<file path="config.mk">
export PLATFORM = sky130hd
export DESIGN_NAME = inst_fetch_ctrl
export DESIGN_NICKNAME = d
export VERILOG_FILES = /design/src/rtl/inst_fetch_ctrl.sv
export SDC_FILE = /design/constraint.sdc
export NUM_CORES = 1
export LEC_CHECK = 0
export ABC_AREA = 1
export CAP_MARGIN = 20
export CORE_ASPECT_RATIO = 1.5
export CORE_MARGIN = 8
export CORE_UTILIZATION = 49
export DETAILED_ROUTE_END_ITERATION = 16
export PLACE_DENSITY = 0.76
export SETUP_SLACK_MARGIN = 0.05
export SYNTH_ARGS = -nofsm -noshare
export SYNTH_HDL_FRONTEND = slang
export SYNTH_SLANG_ARGS = --single-unit
export TNS_END_PERCENT = 10
</file>
<file path="constraint.sdc">
create_clock -name clk -period 11.2 [get_ports clk]
set_input_delay 1.12 -clock clk [delete_from_list [all_inputs] [get_ports clk]]
set_output_delay 1.12 -clock clk [all_outputs]
set_load 0.03 [all_outputs]
</file>
<file path="src/rtl/inst_fetch_ctrl.sv">
// Instruction fetch controller: drives a combinational ROM and queues {pc, inst} in a small prefetch FIFO.
// Optional address bounds checking with fault state is enabled by defining INST_FETCH_BOUNDS_CHECK_EN.
module inst_fetch_ctrl #(
    parameter logic [31:0] RESET_PC   = 32'h0000_0000,
    parameter int          FIFO_DEPTH = 2
) (
    input  logic        clk,
    input  logic        rst,
    output logic [31:0] rom_addr,
    input  logic [31:0] rom_inst,
    input  logic        redirect,
    input  logic [31:0] redirect_pc,
    input  logic        halt,
    output logic        out_valid,
    input  logic        out_ready,
    output logic [31:0] out_inst,
    output logic [31:0] out_pc,
    output logic        fault
);

    localparam int CW = $clog2(FIFO_DEPTH + 1);
    localparam logic [CW-1:0] DEPTH_C = CW'(FIFO_DEPTH);

    typedef enum logic [1:0] {IDLE, RUN, HALT, FAULT} state_t;

    state_t        state_reg, state_next;
    logic [31:0]   pc_reg, pc_next;
    logic [CW-1:0] count_reg, count_next;
    logic          fault_reg, fault_next;
    logic          pop, push, flush;
    logic          pc_oob, redir_bad;
    logic [CW-1:0] wr_idx;

    // Each entry is {pc, inst}; entry 0 is the registered FIFO head.
    logic [FIFO_DEPTH-1:0][63:0] ent_reg, ent_next, shift_src;

`ifdef INST_FETCH_BOUNDS_CHECK_EN
    assign pc_oob    = (pc_reg[31:7] != 25'd0);
    assign redir_bad = (redirect_pc[1:0] != 2'b00) || (redirect_pc[31:7] != 25'd0);
`else
    assign pc_oob    = 1'b0;
    assign redir_bad = 1'b0;
`endif

    assign rom_addr  = pc_reg;
    assign out_valid = (count_reg != '0);
    assign out_pc    = ent_reg[0][63:32];
    assign out_inst  = ent_reg[0][31:0];
    assign fault     = fault_reg;
    assign pop       = out_valid & out_ready;

    always_comb begin
        state_next = state_reg;
        pc_next    = pc_reg;
        fault_next = fault_reg;
        push       = 1'b0;
        flush      = 1'b0;
        unique case (state_reg)
            IDLE: state_next = RUN;
            RUN: begin
                if (halt) begin
                    state_next = HALT;
                end else if ((count_reg < DEPTH_C) || pop) begin
                    if (pc_oob) begin
                        state_next = FAULT;
                        fault_next = 1'b1;
                    end else begin
                        push    = 1'b1;
                        pc_next = pc_reg + 32'd4;
                    end
                end
            end
            HALT: begin
                if (!halt) state_next = RUN;
            end
            FAULT: state_next = FAULT;
        endcase

        // A redirect overrides any fetch decision made above for this cycle.
        if (redirect && (state_reg != FAULT)) begin
            flush = 1'b1;
            push  = 1'b0;
            if (redir_bad) begin
                pc_next    = pc_reg;
                state_next = FAULT;
                fault_next = 1'b1;
            end else begin
                pc_next    = redirect_pc & ~32'd3;
                state_next = ((state_reg != IDLE) && halt) ? HALT : RUN;
                fault_next = fault_reg;
            end
        end
    end

    assign wr_idx     = count_reg - CW'(pop);
    assign count_next = flush ? '0 : (count_reg - CW'(pop) + CW'(push));

    genvar gi;
    generate
        for (gi = 0; gi < FIFO_DEPTH; gi++) begin : g_ent
            if (gi < FIFO_DEPTH - 1) begin : g_mid
                assign shift_src[gi] = ent_reg[gi+1];
            end else begin : g_last
                assign shift_src[gi] = ent_reg[gi];
            end
            // On flush the data is left stale; count alone marks entries invalid.
            assign ent_next[gi] = flush ? ent_reg[gi] :
                                  (push && (wr_idx == CW'(gi))) ? {pc_reg, rom_inst} :
                                  pop ? shift_src[gi] : ent_reg[gi];
        end
    endgenerate

    always_ff @(posedge clk or posedge rst) begin
        if (rst) begin
            state_reg <= IDLE;
            pc_reg    <= RESET_PC;
            count_reg <= '0;
            fault_reg <= 1'b0;
            ent_reg   <= '0;
        end else begin
            state_reg <= state_next;
            pc_reg    <= pc_next;
            count_reg <= count_next;
            fault_reg <= fault_next;
            ent_reg   <= ent_next;
        end
    end

endmodule

</file>
* After elaboration in Yosys (flattened, before gate mapping)
Index checks and enable logic that the tools add are counted.
Operators by class: add/subtract/negate cells 3, order comparisons 1, equal/unequal tests 8, mux-type cells 17, bitwise logic cells 2, reductions and logical operators 16
Operators by type and width (count):
- $mux W32 | 4
- $mux W64 | 2
- $add A32 B3 Y32 const B | 1
- $mux W2 | 5
- $reduce_bool A2 Y1 | 5
- $pmux W2 S4 | 1
- $ne A3 B3 Y1 const B | 2
- $reduce_and A2 Y1 | 3
- $mux W1 | 5
- $eq A2 B1 Y1 const B | 2
- $eq A2 B2 Y1 const B | 2
- $logic_and A1 B1 Y1 | 4
- $logic_not A2 Y1 | 2
- $reduce_and A3 Y1 | 1
- $add A2 B1 Y2 | 1
- $lt A2 B2 Y1 const B | 1
- $ne A2 B1 Y1 const B | 1
- $ne A2 B2 Y1 const B | 1
- $sub A2 B1 Y2 | 1
- $and A1 B1 Y1 | 1
- $logic_or A1 B1 Y1 | 1
- $not A1 Y1 | 1
Word-level totals: register bits after elaboration 164, input bits 69, output and inout bits 98, logic and storage cells 52

* Logic depth before layout (Yosys ltp)
Gate-level depths: netlist (run 1).
depth after elaboration 10, gate-level depth with buffers 13, mapped depth without buffers 12

* Worst setup path after synthesis (run 1)
Ideal clock, no wire load.
kind input to register, start input out_ready, end register ent_reg, in the netlist out_inst[0], setup time 0.116 ns, arrival 2.326 ns, data required time 11.084 ns, slack 8.758 ns, stages on the path 12, buffers on the path 2, cells stage by stage nand2_1 > inv_1 > ha_1 > xor2_2 > nor2_1 > nand2_4 > buf_6 > buf_6 > nand2_1 > o21ai_1 > nand2_1 > nand2_1
On the way: cells in the longest elaborated chain, start to end 9, elaborated cells between the ends (all ways) 12, those cells by class add/sub: 1; mux: 5; bitwise: 1; reduce/logical: 5
Ends and longest elaborated chain:
- from (decl) | line 15 | input logic out_ready,
- $and A1 B1 Y1 * | line 50 | assign pop = out_valid & out_ready;
- $logic_or A1 B1 Y1 | line 63 | end else if ((count_reg < DEPTH_C) || pop) begin
- $mux W1 | line 63
- $mux W1 | line 61 | if (halt) begin
- $mux W1 | line 58 | unique case (state_reg)
- $mux W1 | line 80 | if (redirect && (state_reg != FAULT)) begin
- $logic_and A1 B1 Y1 | line 108 | (push && (wr_idx == CW'(gi))) ? {pc_reg, rom_inst} :
- $reduce_bool A2 Y1 (no line)
- $reduce_and A2 Y1 (no line)
- to (signal assigned) | line 125 | ent_reg <= ent_next;
- to (decl) | line 35 | logic [FIFO_DEPTH-1:0][63:0] ent_reg, ent_next, shift_src;
Mark *: on every way between the ends. The rest lies on a longest branch, timed or not. A chain may end at the register's enable or synchronous reset.

* Worst setup path in the final report (run 1)
start input out_ready, end register ent_reg, in the netlist out_pc[7]
Same word-level chain as after synthesis.

==> out/results.tsv, run 1 <==
metric	value	unit
Largest register FFs	62	
cts-stage hold buffer count	0	
Critical path buffers and inverters	3	
status	complete, no violations	
final WL	20400	um
Rel. slew slack	41.1	%
dpl hpwl	14000	um
post-CTS setup buffer count	0	
RSZ-0062 raised after global routing	false	
fin. max-slew vios	0	
synthesis warning total	0	
Final min period	4000	ps
Final nets	1267	
most numerous cell in the Yosys netlist	nand2_1	
post-route clock period utilization	35.7	%
Worst path depth	12	
via/cell ratio	5.00	
post-synth top area share	47.2	%
maxcap violations	0	
remaining antenna violation count	0	
total die area	21600	sq um
Netlist Area Pre-Place	8370	sq um
die width	123	um
root buffer cell	clkbuf_16	
clock latency on the worst-skew pair	420	ps
most frequent CP cell	nand2_1	
share of cells above drive strength 1	4.22	%
Met1 Wirelength	8800	um
multi-input logic area	3260	sq um
Yosys reg bits	158	
largest area contributor in the netlist	dfrtp_1	
Cell variety after synth	32	
mean routed wirelength per cell	14.4	um
crit path launch type	input pin	
IO Pins	167	
sinks on the clock net	158	
first-pass GRT wire length	34100	um
Hold Path Cell Cnt	2	
family with the most delay on the worst path	simple AND/OR/NAND/NOR gates	
Post-synth top cells	nand2_1, dfrtp_1, inv_1	
final instance area	10000	sq um
Main synth FF type	dfrtp_1	
Critical Path Max Stage Delay	620	ps
initial antenna violation count	0	
setup ws final	7200	ps
signal arrival time at the worst endpoint	4300	ps
Leak	5.04	nW
TritonRoute pass-1 iters	5	
Post-Synthesis Cells	1125	
CTS tree	yes	
top cells by area, synth	dfrtp_1, nand2_1, buf_4	
Power Density	127	nW/um^2
crit path max fanout	63	
CTS clk-pin slew, worst paths	60	ps
dpl cell area	9450	sq um
area occupied by registers	3950	sq um
final hold vios	0	
Final Instance Count excl. Fillers	1418	
sequential element share of the synthesized area	47.2	%
Placer Congestion	0.911	
critical path class	input pin to register	
peak supply drop	0.0932	mV
Max Buffers Root-to-Sink	2	
Via Count	7097	
Setup TNS	0	ps
number of CTS-inserted buffers	17	
HP Class	register to register	
CTS H-tree depth	4	
Initial DRC Count	376	
fmax	250	MHz
area growth from synthesis to layout	20.1	%
Initial Utilization	49.9	%
CP Capture Type	register	
die height	176	um
Crit-path slowest cell	clkinv_4	
final setup fails	0	
largest net degree at the start of global routing	125	
Congestion Overflow GR	0	
Core Box Area	16800	sq um
Place WS	6750	ps
FFs w/ async S/R, synth	100	%
post-route DRC violation count	0	
clock skew	13.0	ps
post-cts sizing count	0	
total placed cells including tap cells	1385	
site row count	58	
Total GRT Usage	19.6	%
CP cell instances	clkdlybuf4s50_1 > nand2_1 > inv_1 > ha_1 > xor2_2 > nor2_1 > nand2_4 > nand2_2 > nand2_4 > clkinv_4 > nand2_1 > nand2_1	
layout filler cell count	1522	
Mean Syn Cell Area	7.44	sq um
Worst-Margin Slew	884	ps
vias in the first global route	6838	
Critical Path RT	11500	ps
ant diodes	0	
Post-synth EDFFs	0	
met3 wire len	975	um
path depth of the worst reg2reg path	12	
PortBufs	159	
DR top layer	met4	
met2 WL	10200	um
## cell families (layout without fill, tap and decap cells)
group,count (synthesis),after routing,share of synthesized area [%]
and+or+nand+nor,578,578,27.2
buffers and inverters,208,287,14.0
AOI/OAI and AO/OA,175,175,10.8
DFF,158,158,47.2
adders and majority gates,3,3,0.449
xor gates and xnor gates,2,2,0.299
other,1,5,0.0448
## power by group
group / total [mW] / internal [mW] / leakage (nW) / switching (mW)
clock: 0.570 / 0.323 / 0.283 / 0.247
sequential: 0.577 / 0.574 / 2.12 / 0.00298
combinational: 0.128 / 0.0400 / 2.64 / 0.0882
## worst min-delay path: stages (launching register included)
cell and delay [ps]:
dfrtp_1 340, nand2_1 50, nand2_1 50
## metrics by stage
step	total power, mW	util (%)	hold slack, ps
floorplan	0.684	-	450
global placement	0.717	56.3	461
detailed placement	0.719	56.3	464
CTS	1.29	59.8	481
global route	1.33	59.9	503
finish	1.28	59.9	477
## layout by cell type (no fill, tap or decap), types with 2 or more instances in the layout
cell type / instances
nand2_4: 3
clkbuf_16: 17
inv_6: 6
clkinv_4: 3
nor3_1: 2
dfrtp_1: 158
nand3_1: 30
clkbuf_8: 2
inv_1: 88
clkinvlp_4: 2
clkdlybuf4s50_1: 159
o211ai_1: 5
nor2_1: 76
clkinv_2: 2
nand2_2: 2
o22ai_1: 4
buf_4: 3
nor2_4: 2
inv_2: 2
o21ai_1: 71
o21ai_0: 71
ha_1: 3
nand2_1: 458
conb_1: 5
a21oi_1: 21
## final timing paths
path                               from           end  slack (ps)
setup / recovery              out_ready     out_pc[7]        7200
hold / removal             out_inst[14]  out_inst[14]         480
setup reg to reg           count_reg[1]     out_pc[7]        7650
hold reg to reg            out_inst[14]  out_inst[14]         480
max in group asynchronous           rst    out_pc[14]        8530
min in group asynchronous           rst  out_inst[18]        1270
## cell type report
cell class	count	share of cell area, %
Sequential cell	158	39.4
Multi-Input combinational cell	763	32.4
Timing Repair Buffer	163	16.3
Clock buffer	19	4.51
Inverter	92	3.54
Tap cell	210	2.62
Clock inverter	13	1.27
## metal layers
metal / GRT usage [%] / vias up
met1: 24.7 / 3319
li1: - / 3575
met3: 3.87 / 23
met5: 0 / -
met4: 6.88 / 0
met2: 32.5 / 180
No activity file was read; power rests on OpenSTA's default activity.
==> run 2: changes to the inputs <==
clock period = 3.9 ns   (was 11.2 ns; I/O delays follow)
==> run 2 against run 1 <==
Global-route usage is 0.27 points lower. Non-clock buffer count is 4 higher. Count of clock-buffer cells in the layout is 1 lower. Cell count is 0.28% higher. Register-to-register slack worse by 6300 ps. Sequential cell count stayed put. Clock skew is 2.0 ps higher. Via count is 1.4% lower. Cell area is 0.35% higher. Largest cell class unchanged. Highest routed layer unchanged.
==> out/results.tsv, run 2 (synthesis results as in run 1) <==
metric	value	unit	change
Total GRT Usage	19.3	%	-0.27 points
Congestion Overflow GR	0		unchanged
Critical path buffers and inverters	2		-1
Net Sw Frac	26.8	%	+0.28 points
Power Internal	2.62	mW	+180%
Final min period	2540	ps	
final hold slack	476	ps	-0.682 ps
Initial DRC Count	474		+26%
fmax	394	MHz	
via/cell ratio	4.92		-1.6%
layout filler cell count	1540		+1.2%
family with the most delay on the worst path	simple AND/OR/NAND/NOR gates		
Core Box Area	16800	sq um	unchanged
HP Class	register to register		
remaining antenna violation count	0		unchanged
Max Buffers Root-to-Sink	2		unchanged
Largest register FFs	62		unchanged
die width	123	um	unchanged
crit path launch type	register		
initial antenna violation count	0		unchanged
CP Capture Type	register		
Sequential Power Share	46.4	%	+1.1 points
commonest non-fill, non-tap cell in the layout	nand2_1		
Setup TNS	0	ps	unchanged
fin. max-slew vios	0		unchanged
dpl hpwl	14300	um	+2.3%
crit path max fanout	62		-1.6%
CP cell instances	or2_2 > nand2_1 > inv_1 > ha_1 > xor2_2 > nor2_1 > nand2_4 > nand2_2 > nand2_4 > clkinv_4 > nand2_1 > nand2_1		
power share of the clock group	43.1	%	-1.6 points
post-cts sizing count	0		unchanged
number of CTS-inserted buffers	17		unchanged
Leak	5.06	nW	+0.24%
total power	3.57	mW	+180%
post-route DRC violation count	0		unchanged
total die area	21600	sq um	unchanged
maxcap violations	0		unchanged
ant diodes	0		unchanged
post-CTS setup buffer count	0		unchanged
most frequent CP cell	nand2_1		
Worst Setup SP	count_reg[1]		
largest net degree at the start of global routing	125		unchanged
mean routed wirelength per cell	14.2	um	-1.0%
IO Pins	167		unchanged
Via Count	7000		-1.4%
clock skew	15.1	ps	+2.05 ps
TritonRoute pass-1 iters	5		unchanged
cts-stage hold buffer count	0		unchanged
signal arrival time at the worst endpoint	2830	ps	-1470 ps
Initial Utilization	49.9	%	unchanged
final hold vios	0		unchanged
RSZ-0062 raised after global routing	false		
most frequent cells in the layout	nand2_1, clkdlybuf4s50_1, dfrtp_1		
root buffer cell	clkbuf_16		
Critical Path RT	4190	ps	-7310 ps
Power Density	354	nW/um^2	+180%
CTS clk-pin slew, worst paths	70	ps	about the same
share of cells above drive strength 1	4.54	%	+0.32 points
first-pass GRT wire length	33700	um	-1.2%
Finished Core Util	60.1	%	+0.21 points
Switch Pwr	0.957	mW	+180%
R2R Path Start	count_reg[1]		
Worst-Margin Slew	930	ps	+46.1 ps
Hold Path Origin	out_inst[21]		
final WL	20300	um	-0.75%
PortBufs	159		unchanged
critical path class	register to register		
Final nets	1271		+0.32%
Rel. slew slack	37.9	%	-3.2 points
final setup fails	0		unchanged
Critical Path Max Stage Delay	420	ps	-200 ps
site row count	58		unchanged
status	complete, no violations		
CTS tree	yes		
Crit-path slowest cell	dfrtp_1		
area growth from synthesis to layout	20.5	%	
CTS H-tree depth	4		unchanged
Placer Congestion	0.893		-2.0%
clock latency on the worst-skew pair	410	ps	about the same
combinational power share	10.5	%	+0.5 points
die height	176	um	unchanged
vias in the first global route	6840		+0.029%
peak supply drop	0.270	mV	+190%
post-route clock period utilization	65.0	%	
sinks on the clock net	158		unchanged
[run 2: final timing paths]
| kind | end | slack, ps | depth (start not counted) |
|---|---|---|---|
| worst max-delay path | out_pc[14] | 1360 | 12 |
| worst min-delay path | out_inst[21] | 480 | 2 |
| worst max register to register | out_pc[14] | 1360 | 12 |
| worst min register to register | out_inst[21] | 480 | 2 |
| max in group asynchronous | ent_reg[111] | 2620 | 3 |
| min in group asynchronous | ent_reg[86] | 510 | 2 |
[run 2: power groups by stage]
stage | Sequential (mW) | Clock [mW] | Combinational, mW
finish | 1.66 | 1.54 | 0.374
global route | 1.66 | 1.64 | 0.424
CTS | 1.66 | 1.57 | 0.385
detailed placement | 1.69 | 0 | 0.383
global placement | 1.69 | 0 | 0.379
floorplan | 1.69 | 0 | 0.275
[run 2: stage by stage]
stage | instance area (sq um) | cells | worst slack [ps]
floorplan | 8390 | 1129 | 1510
global placement | 9530 | 1390 | 1270
detailed placement | 9530 | 1390 | 1230
CTS | 10100 | 1422 | 1340
global route | 10100 | 1422 | 1100
finish | 10100 | 1422 | 1360
[run 2: layout make-up]
class                   instances  area (sq um)  share of cell area (%)
clock buffers                  18           439                    4.36
clock inverters                14           110                    1.09
inverters                      92           354                    3.51
well taps                     210           263                    2.61
multi-input cells             763          3260                    32.3
repair buffers                167          1700                    16.9
flip-flops and latches        158          3950                    39.2
[run 2: worst register-to-register path: stages, from the launching register on]
cell      delay, ps
dfrtp_1         420
or2_2           320
nand2_1         100
inv_1            50
ha_1            200
xor2_2          190
nor2_1          100
nand2_4          90
nand2_2          70
nand2_4         180
clkinv_4        410
nand2_1         230
nand2_1          60
[run 2: layer usage]
metal	global-route usage [%]	vias to the layer above	wire [um]
met3	3.49	29	939
met5	0	-	0
li1	-	3580	-
met4	7.85	0	495
met2	33.2	195	10200
met1	23.1	3196	8670
